<file path="src/rtl/demux16_rr_scheduler.sv">
// ---------------------------------------------------------------------------
// demux16_rr_scheduler
//
// Shares one 1:16 demultiplexed data path among 16 requesting sinks.
// In IDLE the scheduler picks one requester, scanning from a rotating pointer,
// and registers its index into sel/gnt. In GRANT it accepts up to HOLD words
// from the source under valid/ready. Each word is routed to the granted sink
// through a registered output stage.
//
// Optional build macro: DEMUX_SCHED_PRIO_EN
//   defined   -> IDLE selection is strict fixed priority (lowest index wins);
//                the rotating pointer does not exist.
//   undefined -> round-robin selection starting at the rotating pointer.
//
// Ports:
//   clk           in   system clock, rising edge
//   rst           in   asynchronous, active-high reset
//   req_i         in   [15:0] per-sink request
//   din_i         in   [DATA_W-1:0] source data word
//   din_valid_i   in   source word valid
//   din_ready_o   out  scheduler accepts din_i this cycle
//   sel_o         out  [3:0] demux select (index of granted sink)
//   gnt_o         out  [15:0] one-hot grant, zero when idle
//   dout_o        out  [DATA_W-1:0] registered routed word
//   dout_valid_o  out  [15:0] one-hot per-sink strobe for dout_o
//   busy_o        out  high while in GRANT
// ---------------------------------------------------------------------------
module demux16_rr_scheduler #(
    parameter int DATA_W = 8,
    parameter int HOLD   = 4
) (
    input  logic              clk,
    input  logic              rst,
    input  logic [15:0]       req_i,
    input  logic [DATA_W-1:0] din_i,
    input  logic              din_valid_i,
    output logic              din_ready_o,
    output logic [3:0]        sel_o,
    output logic [15:0]       gnt_o,
    output logic [DATA_W-1:0] dout_o,
    output logic [15:0]       dout_valid_o,
    output logic              busy_o
);

    localparam int CNT_W = $clog2(HOLD) + 1;

    typedef enum logic {IDLE = 1'b0, GRANT = 1'b1} state_t;

    state_t            state_q, state_d;
    logic [3:0]        sel_q, sel_d;
    logic [CNT_W-1:0]  cnt_q, cnt_d;
    logic [DATA_W-1:0] dout_q, dout_d;
    logic [15:0]       dv_q, dv_d;

    logic [3:0]        scan_base;
    logic [15:0]       rot_req;
    logic [3:0]        offset;
    logic              found;
    logic [3:0]        pick;
    logic              xfer;
    logic              last;

`ifdef DEMUX_SCHED_PRIO_EN
    assign scan_base = 4'd0;
`else
    logic [3:0] ptr_q, ptr_d;
    assign scan_base = ptr_q;
`endif

    // Rotate the request vector so that bit 0 is the first index to scan.
    // The 4-bit index sum wraps past 15 naturally.
    for (genvar gi = 0; gi < 16; gi++) begin : g_rot
        assign rot_req[gi] = req_i[scan_base + 4'(gi)];
    end

    // Lowest set bit of the rotated vector; descending loop lets the lowest
    // index overwrite any higher one.
    always_comb begin
        found  = 1'b0;
        offset = 4'd0;
        for (int i = 15; i >= 0; i--) begin
            if (rot_req[i]) begin
                found  = 1'b1;
                offset = 4'(i);
            end
        end
    end

    assign pick = scan_base + offset;
    assign xfer = (state_q == GRANT) && req_i[sel_q] && din_valid_i;
    assign last = (cnt_q == CNT_W'(HOLD - 1));

    // State register
    always_ff @(posedge clk or posedge rst) begin
        if (rst) begin
            state_q <= IDLE;
            sel_q   <= 4'd0;
            cnt_q   <= '0;
            dout_q  <= '0;
            dv_q    <= '0;
`ifndef DEMUX_SCHED_PRIO_EN
            ptr_q   <= 4'd0;
`endif
        end else begin
            state_q <= state_d;
            sel_q   <= sel_d;
            cnt_q   <= cnt_d;
            dout_q  <= dout_d;
            dv_q    <= dv_d;
`ifndef DEMUX_SCHED_PRIO_EN
            ptr_q   <= ptr_d;
`endif
        end
    end

    // Next-state logic
    always_comb begin
        state_d = state_q;
        sel_d   = sel_q;
        cnt_d   = cnt_q;
        dout_d  = dout_q;
        dv_d    = '0;         // strobe lasts exactly one cycle after a transfer
`ifndef DEMUX_SCHED_PRIO_EN
        ptr_d   = ptr_q;
`endif
        case (state_q)
            IDLE: begin
                if (found) begin
                    sel_d   = pick;
                    cnt_d   = '0;
                    state_d = GRANT;
                end
            end
            GRANT: begin
                if (xfer) begin
                    dout_d = din_i;
                    dv_d   = 16'd1 << sel_q;
                    cnt_d  = cnt_q + 1'b1;
                end
                // A dropped request releases even if din_valid is high:
                // din_ready is already low, so no word is taken.
                if ((xfer && last) || !req_i[sel_q]) begin
                    state_d = IDLE;
`ifndef DEMUX_SCHED_PRIO_EN
                    ptr_d   = sel_q + 4'd1;
`endif
                end
            end
            default: state_d = IDLE;
        endcase
    end

    // Outputs: gnt is derived from state/sel so it clears with the state on
    // release and on reset without a separate register.
    always_comb begin
        busy_o       = (state_q == GRANT);
        din_ready_o  = (state_q == GRANT) && req_i[sel_q];
        gnt_o        = (state_q == GRANT) ? (16'd1 << sel_q) : 16'd0;
        sel_o        = sel_q;
        dout_o       = dout_q;
        dout_valid_o = dv_q;
    end

endmodule

</file>
<file path="config.mk">
export PLATFORM = sky130hd
export DESIGN_NAME = demux16_rr_scheduler
export DESIGN_NICKNAME = d
export VERILOG_FILES = /design/src/rtl/demux16_rr_scheduler.sv
export SDC_FILE = /design/constraint.sdc
export NUM_CORES = 1
export LEC_CHECK = 0
export ABC_AREA = 1
export CAP_MARGIN = 20
export CORE_MARGIN = 1
export CORE_UTILIZATION = 54
export DETAILED_ROUTE_END_ITERATION = 6
export MAX_ROUTING_LAYER = met4
export PLACE_DENSITY = 0.86
export SLEW_MARGIN = 20
export SYNTH_ARGS = -nofsm -noshare
export SYNTH_HDL_FRONTEND = slang
export SYNTH_SLANG_ARGS = --single-unit
</file>
<file path="constraint.sdc">
create_clock -name clk -period 9.3 [get_ports clk]
set_clock_uncertainty 0.1 [all_clocks]
set_input_delay 1.86 -clock clk [delete_from_list [all_inputs] [get_ports clk]]
set_output_delay 1.86 -clock clk [all_outputs]
set_load 0.02 [all_outputs]
</file>
# Word-level counts from Yosys, hierarchy flattened
# Index checks and enable logic that the tools add are counted.
[totals] ff_bits=36 output_inout_bits=46
[classes] n_bitwise=1 n_eq_ne=3 reduce_logical=9 n_mux=75 magnitude_cmp=17 n_shift=1 n_addsub=18
[ops] cell="$lt 4x5->1 const B" n=17
[ops] cell="$bmux 1 s4" n=17
[ops] cell="$mux 4" n=16
[ops] cell="$mux 16" n=3
[ops] cell="$mux 1" n=35
[ops] cell="$add 4x4->4 const B" n=8
[ops] cell="$add 4x3->4 const B" n=4
[ops] cell="$shl 1x4->16 const A" n=1
[ops] cell="$add 4x1->4 const B" n=2
[ops] cell="$add 4x2->4 const B" n=2
[ops] cell="$reduce_and 2->1" n=4
[ops] cell="$mux 3" n=2
[ops] cell="$pmux 3 s2" n=1
[ops] cell="$add 4x4->4" n=1
[ops] cell="$add 3x1->3 const B" n=1
[ops] cell="$eq 3x2->1 const B" n=1
[ops] cell="$logic_and 1x1->1" n=3
[ops] cell="$ne 2x1->1 const B" n=1
[ops] cell="$ne 2x2->1 const B" n=1
[ops] cell="$pmux 1 s2" n=1
[ops] cell="$logic_not 1->1" n=1
[ops] cell="$logic_or 1x1->1" n=1
[ops] cell="$not 1->1" n=1

# Longest topological paths before layout
[depth] ltp_word=21 depth_mapped=31

# Worst setup path before layout
# Ideal clock, no wire load.
[synth_path] path_kind="in2out" start="input req_i[14]" end="output din_ready_o" cell_stages=4 arrival_time_ns=2.684 required_ns=7.340 setup_slack_ns=4.656 path_buffers=0 path_cell_list="o21ai_0 > o221ai_1 > nand3_1 > a21oi_1"
[synth_between] elab_chain_len=3
[synth_rtl] element="start: declaration" line="34" source="input logic [15:0] req_i,"
[synth_rtl] element="$bmux 1 s4" line="157" source="din_ready_o = (state_q == GRANT) && req_i[sel_q];"
[synth_rtl] element="$mux 1 (not written as such)" line="157"
[synth_rtl] element="$logic_and 1x1->1" line="157"
[synth_rtl] element="end: declaration" line="37" source="output logic din_ready_o,"
# No other way between the ends. The select of a mux whose other input is x is not followed.

# Final worst setup path
# Same ends and word-level chain as after synthesis.

==> out/results.ini <==
[outcome]
run_status=finished clean

[cts]
cts_tree=yes
insertion_delay_ps=290
cts_resized=0
ctsRootBufferMaster=clkbuf_8
cts_buffers=5
cts_max_level=2
ctsHoldBuffers=0
postCtsSetupBuffers=0
path_clk_slew_ps=70
clock-sinks=36
cts_buffer_depth=2

[cells_and_area]
areaGrowthSynthToFinish_pct=28.6
num-fill-cells=433
final_nets=518
ff_latch_area_um2=901
multiInputGateArea_um2=1760
drive_gt1_frac=0.0634
antennaDiodeCount=0

[critical_path]
cp-start-kind=input port
regToRegStartpoint=ptr_q[0]$_DFFE_PP0P_
startpoint=req_i[14]
arrival_ps=3910
criticalPathCategory=in2out
critPathRequiredTime_ps=7340
ff2ff_setup_slack_ps=4750
cp_max_fo=3
reg2reg_depth=19
end_kind=output port
reg2reg_to=sel_o[3]$_DFFE_PP0P_

[global_routing]
grt_pass1_wl_um=12600
grt_overflow=0
grt_use_met1=0.392
busiest_layer=met2
grt_antenna_before_repair=0
met2_usage=0.516
grt_max_degree=37
grt_usage=0.310
met3_usage=0.0629
first_global_vias=2680

[routing]
routed_via_density=5.73
drc=0
routed_wl_um=8110
firstDrtPassIters=5
drt_iter0_drc=312
drtAntennaViolNets=0
wl_per_cell_um=14.9
vias=3114

[sta]
slew_violations=0
timing.final.hold_violations=0
grt_setup_unrepaired=no
finalSetupViolCount=0
max_slew_margin=0.469
totalNegativeSetupSlack_ps=0
period_share=0.631
tightest_slew_ps=797
fmax_mhz=170
period_needed_ps=5870

[floorplanning]
dieArea_um2=5650
row_count=26
die_x_um=75.2
coreArea_um2=5140
io_pins=73
initial_core_util=0.562
die_y_um=75.2

[synth]
syn_nets=450
synth_seq_cells=36
synthDistinctLibCells=37
seq_area_frac_synth=0.312
async_flop_share=1.00
synthCells=404
syn_avg_cell_area_um2=7.15
ys_warn_count=0
synth_enable_flop_cells=0
syn_area_um2=2890
ys.flop_type=dfrtp_1

[placement]
dp_hpwl_um=6320
port_buffers=72
gp_congestion=0.941

[power]
leakage_nw=1.74
vdd_drop_max_uv=265
total_power_mw=1.55
power.density_cell_area_nw_per_um2=418

[worst_hold_path]
worstHoldStart=dout_o[7]$_DFFE_PP0P_
whs_path_depth=1
min_to=dout_o[7]$_DFFE_PP0P_
min_path_type=reg2reg

[flow_run]
cap_violations=0

## routing by layer
metal	vias to the layer above	part of all wire
met3	20	0.079
met5	-	0
met2	150	0.47
met4	0	0.016
li1	1492	-
met1	1452	0.43
## registers in the layout (all words and copies together), names as in the netlist
signal        count
sel_o             4
cnt_q             3
ptr_q             4
dout_valid_o     16
busy_o            1
dout_o            8
## Yosys cell counts (2+ instances only)
library cell | n | area share
nand2_1 | 98 | 0.13
nand3_1 | 75 | 0.13
dfrtp_1 | 36 | 0.31
inv_1 | 31 | 0.040
nor2_1 | 30 | 0.039
o21ai_0 | 21 | 0.036
ha_1 | 18 | 0.078
nor3_1 | 16 | 0.028
a21oi_1 | 12 | 0.021
mux2_2 | 8 | 0.031
xor2_1 | 8 | 0.024
buf_2 | 6 | 0.010
inv_2 | 4 | 0.0052
o21a_1 | 4 | 0.010
buf_6 | 3 | 0.012
clkinv_1 | 3 | 0.0039
o21ai_1 | 3 | 0.0052
o221ai_1 | 3 | 0.0091
xnor2_1 | 3 | 0.0091
a31oi_1 | 2 | 0.0043
buf_4 | 2 | 0.0052
nand2_2 | 2 | 0.0043
nand2_4 | 2 | 0.0078
## stage by stage
| step | setup WS (ps) | hold WS (ps) | area, µm² | instances | util |
|---|---|---|---|---|---|
| finish | 3430 | 410 | 3720 | 543 | 0.723 |
| global route | 3370 | 441 | 3720 | 543 | 0.723 |
| detailed placement | 3490 | 397 | 3620 | 535 | 0.705 |
| CTS | 3480 | 414 | 3720 | 543 | 0.723 |
| global placement | 3500 | 387 | 3620 | 535 | 0.705 |
| floorplan | 4660 | 373 | 2890 | 404 | - |
## worst max-delay path, stage by stage
cell	delay, ps
clkdlybuf4s50_1	500
o21ai_0	80
o221ai_1	220
nand3_1	140
a21oi_1	410
clkdlybuf4s50_1	690
## cell type report
cell class / count / area share
well taps: 70 / 0.0236
multi-input cells: 318 / 0.475
clock inverters: 1 / 0.00202
repair buffers: 73 / 0.196
inverters: 38 / 0.0384
clock buffers: 7 / 0.0232
flip-flops and latches: 36 / 0.242
## cells in the final DEF, fill, tap and decap left out, types with 4 or more instances in the layout
master / count
nand3_1: 75
o21a_1: 4
nor2_1: 30
ha_1: 18
xor2_1: 8
inv_1: 31
nand2_1: 98
clkbuf_8: 6
o21ai_0: 21
mux2_2: 8
clkdlybuf4s50_1: 72
dfrtp_1: 36
a21oi_1: 12
nor3_1: 16
inv_2: 4
## power by group
group / internal, mW / total, mW / switching [mW]
clock network: 0.0602 / 0.114 / 0.0543
registers: 0.201 / 0.287 / 0.0861
logic: 0.431 / 1.15 / 0.721
## logic make-up (layout without fill, tap and decap cells)
kind of cell / after synthesis / after routing / synth area share
AOI/OAI and AO/OA: 51 / 51 / 0.104
xor gates and xnor gates: 12 / 12 / 0.0390
adders and majority gates: 19 / 19 / 0.0849
buffers and inverters: 50 / 119 / 0.0779
DFF: 36 / 36 / 0.312
muxes: 8 / 8 / 0.0312
and+or+nand+nor: 228 / 228 / 0.351
## how the worst max path moves through the flow
stage	to	slack (ps)	cells past startpoint
after detailed placement	din_ready_o	3490	6
after floorplan	din_ready_o	4660	4
after CTS	din_ready_o	3480	6
after global routing	din_ready_o	3370	6
after global placement	din_ready_o	3500	6
final	din_ready_o	3430	6
(Power assumes the default switching activity.)
==> variant (same settings) <==
Change the parameter `HOLD` from 4 to 8.
--- a/src/rtl/demux16_rr_scheduler.sv
+++ b/src/rtl/demux16_rr_scheduler.sv
@@ -27,7 +27,7 @@
 // ---------------------------------------------------------------------------
 module demux16_rr_scheduler #(
     parameter int DATA_W = 8,
-    parameter int HOLD   = 4
+    parameter int HOLD   = 8
 ) (
     input  logic              clk,
     input  logic              rst,
Function: changed (a bounded check fails within 10 cycles, from zero or initial values and one cycle with rst high).
==> variant against the unedited design <==
Maximum frequency rose by 0.98%; combinational power rose by 9%; cell area rose by 2.5%; total power rose by 8.9%; critical path depth did not move; via count rose by 1.7%; wire length rose by 7.1%; setup slack improved by 0.057 ns; sequential cell count rose by 1; synthesized area rose by 2.6%; critical path type unchanged; critical endpoint unchanged.
==> variant: results (changes against the unedited design) <==
outcome:
  outcome: "finished, final reports clean"  # unchanged
layout:
  clock_cell_area_share_pct: 2.92  # was 2.52%
  num-nonclk-inverters: 40  # was 38
  layout.area.seq_sq_um: 926  # was 901 sq um
  share_of_cells_above_drive_strength_1_pct: 4.98  # was 6.34%
  filler_cell_count: 409  # was 433
  post_layout_net_count: 546  # was 518
  clock_buffer_count: 6  # was 7
  synthesis_to_finish_area_growth_pct: 28.5  # was 28.6%
  final_cells: 572  # was 543
  multi_input_area_sq_um: 1810  # was 1760 sq um
  non_clock_buffer_area_share_pct: 19.1  # was 19.6%
synthesis:
  sequential_share_of_the_synthesized_area_pct: 31.2  # about the same
  cell_types_with_the_highest_counts_after_synthesis: "sky130_fd_sc_hd__nand2_1, sky130_fd_sc_hd__nand3_1, sky130_fd_sc_hd__dfrtp_1"  # unchanged
  synth-seq-cells: 37  # was 36
  synthCells: 435  # was 404
  synth.net_count: 480  # was 450
  ys_top_cells_by_area: "sky130_fd_sc_hd__dfrtp_1, sky130_fd_sc_hd__nand2_1, sky130_fd_sc_hd__nand3_1"  # was sky130_fd_sc_hd__dfrtp_1, sky130_fd_sc_hd__nand3_1, sky130_fd_sc_hd__nand2_1
placement:
  detailed_placement_hpwl_mm: 6.56  # was 6.32 mm
  place_ws_ns: 3.55  # was 3.49 ns
  gp_routability_congestion: 0.896  # was 0.941
  count_of_placed_standard_cells_including_taps: 564  # was 535
global_routing:
  grt_pass1_vias: 3078  # was 2,680
  grt_max_degree: 38  # was 37
  first_pass_grt_wire_length_mm: 14.3  # was 12.6 mm
  groute.usage.overall_pct: 31.7  # was 31.0%
detailed_routing:
  postRouteWirelength_mm: 8.68  # was 8.11 mm
  num_vias: 3168  # was 3,114
  detailedRoute.firstIterationViolations: 308  # was 312
power:
  clock_power_uw: 138  # was 114 uW
  p_sw_uw: 953  # was 862 uW
  worst_ir_drop_vdd_mv: 0.305  # was 0.265 mV
  clockPowerShare_pct: 8.2  # was 7.4%
  power.static_leakage_uw: 0.00185  # was 0.00174 uW
  combinationalPower_uw: 1250  # was 1150 uW
floorplanning:
  core-area_sq_um: 5200  # was 5140 sq um
setup_path:
  critical_path.top_delay_family: "buffers and inverters"  # unchanged
==> variant: cell types whose count changed after synthesis, moves of 2 or more <==
cell and change:
sky130_fd_sc_hd__a21o_1 +2, sky130_fd_sc_hd__a21oi_1 -4, sky130_fd_sc_hd__a21oi_2 +2, sky130_fd_sc_hd__clkbuf_1 +3
sky130_fd_sc_hd__inv_1 -2, sky130_fd_sc_hd__inv_2 +4, sky130_fd_sc_hd__mux2_2 -8, sky130_fd_sc_hd__nand2_1 +32
sky130_fd_sc_hd__nor2_1 +4, sky130_fd_sc_hd__o21ai_0 -3, sky130_fd_sc_hd__o21ai_1 +3
==> variant: cells by family after synthesis <==
kind of cell | after synthesis | synth area share (%)
and+or+nand+nor | 262 | 37.9
buffers and inverters | 54 | 7.85
AOI/OAI and AO/OA | 51 | 10.4
DFF | 37 | 31.2
adders and majority gates | 18 | 7.85
xor gates and xnor gates | 13 | 4.73
==> variant: metal layers <==
layer	part of all wire [%]	vias up	GRT usage, %	wire (microns)
li1	-	1560	-	-
met1	44	1469	39.8	3830
met2	48	120	52.9	4160
met3	6.0	19	4.43	519
met4	2.0	0	9.81	176
met5	0	-	-	0
==> variant: worst paths after layout <==
| kind | from | end | slack (ns) | cells past startpoint |
|---|---|---|---|---|
| setup / recovery | req_i[14] | din_ready_o | 3.49 | 6 |
| hold / removal | dout_o[5] | dout_o[5] | 0.38 | 2 |
| setup reg to reg | ptr_q[0] | sel_o[3] | 4.88 | 22 |
| hold reg to reg | dout_o[5] | dout_o[5] | 0.38 | 2 |
| max in group asynchronous | rst | dout_valid_o[11] | 6.88 | 3 |
| min in group asynchronous | rst | dout_o[3] | 1.88 | 3 |
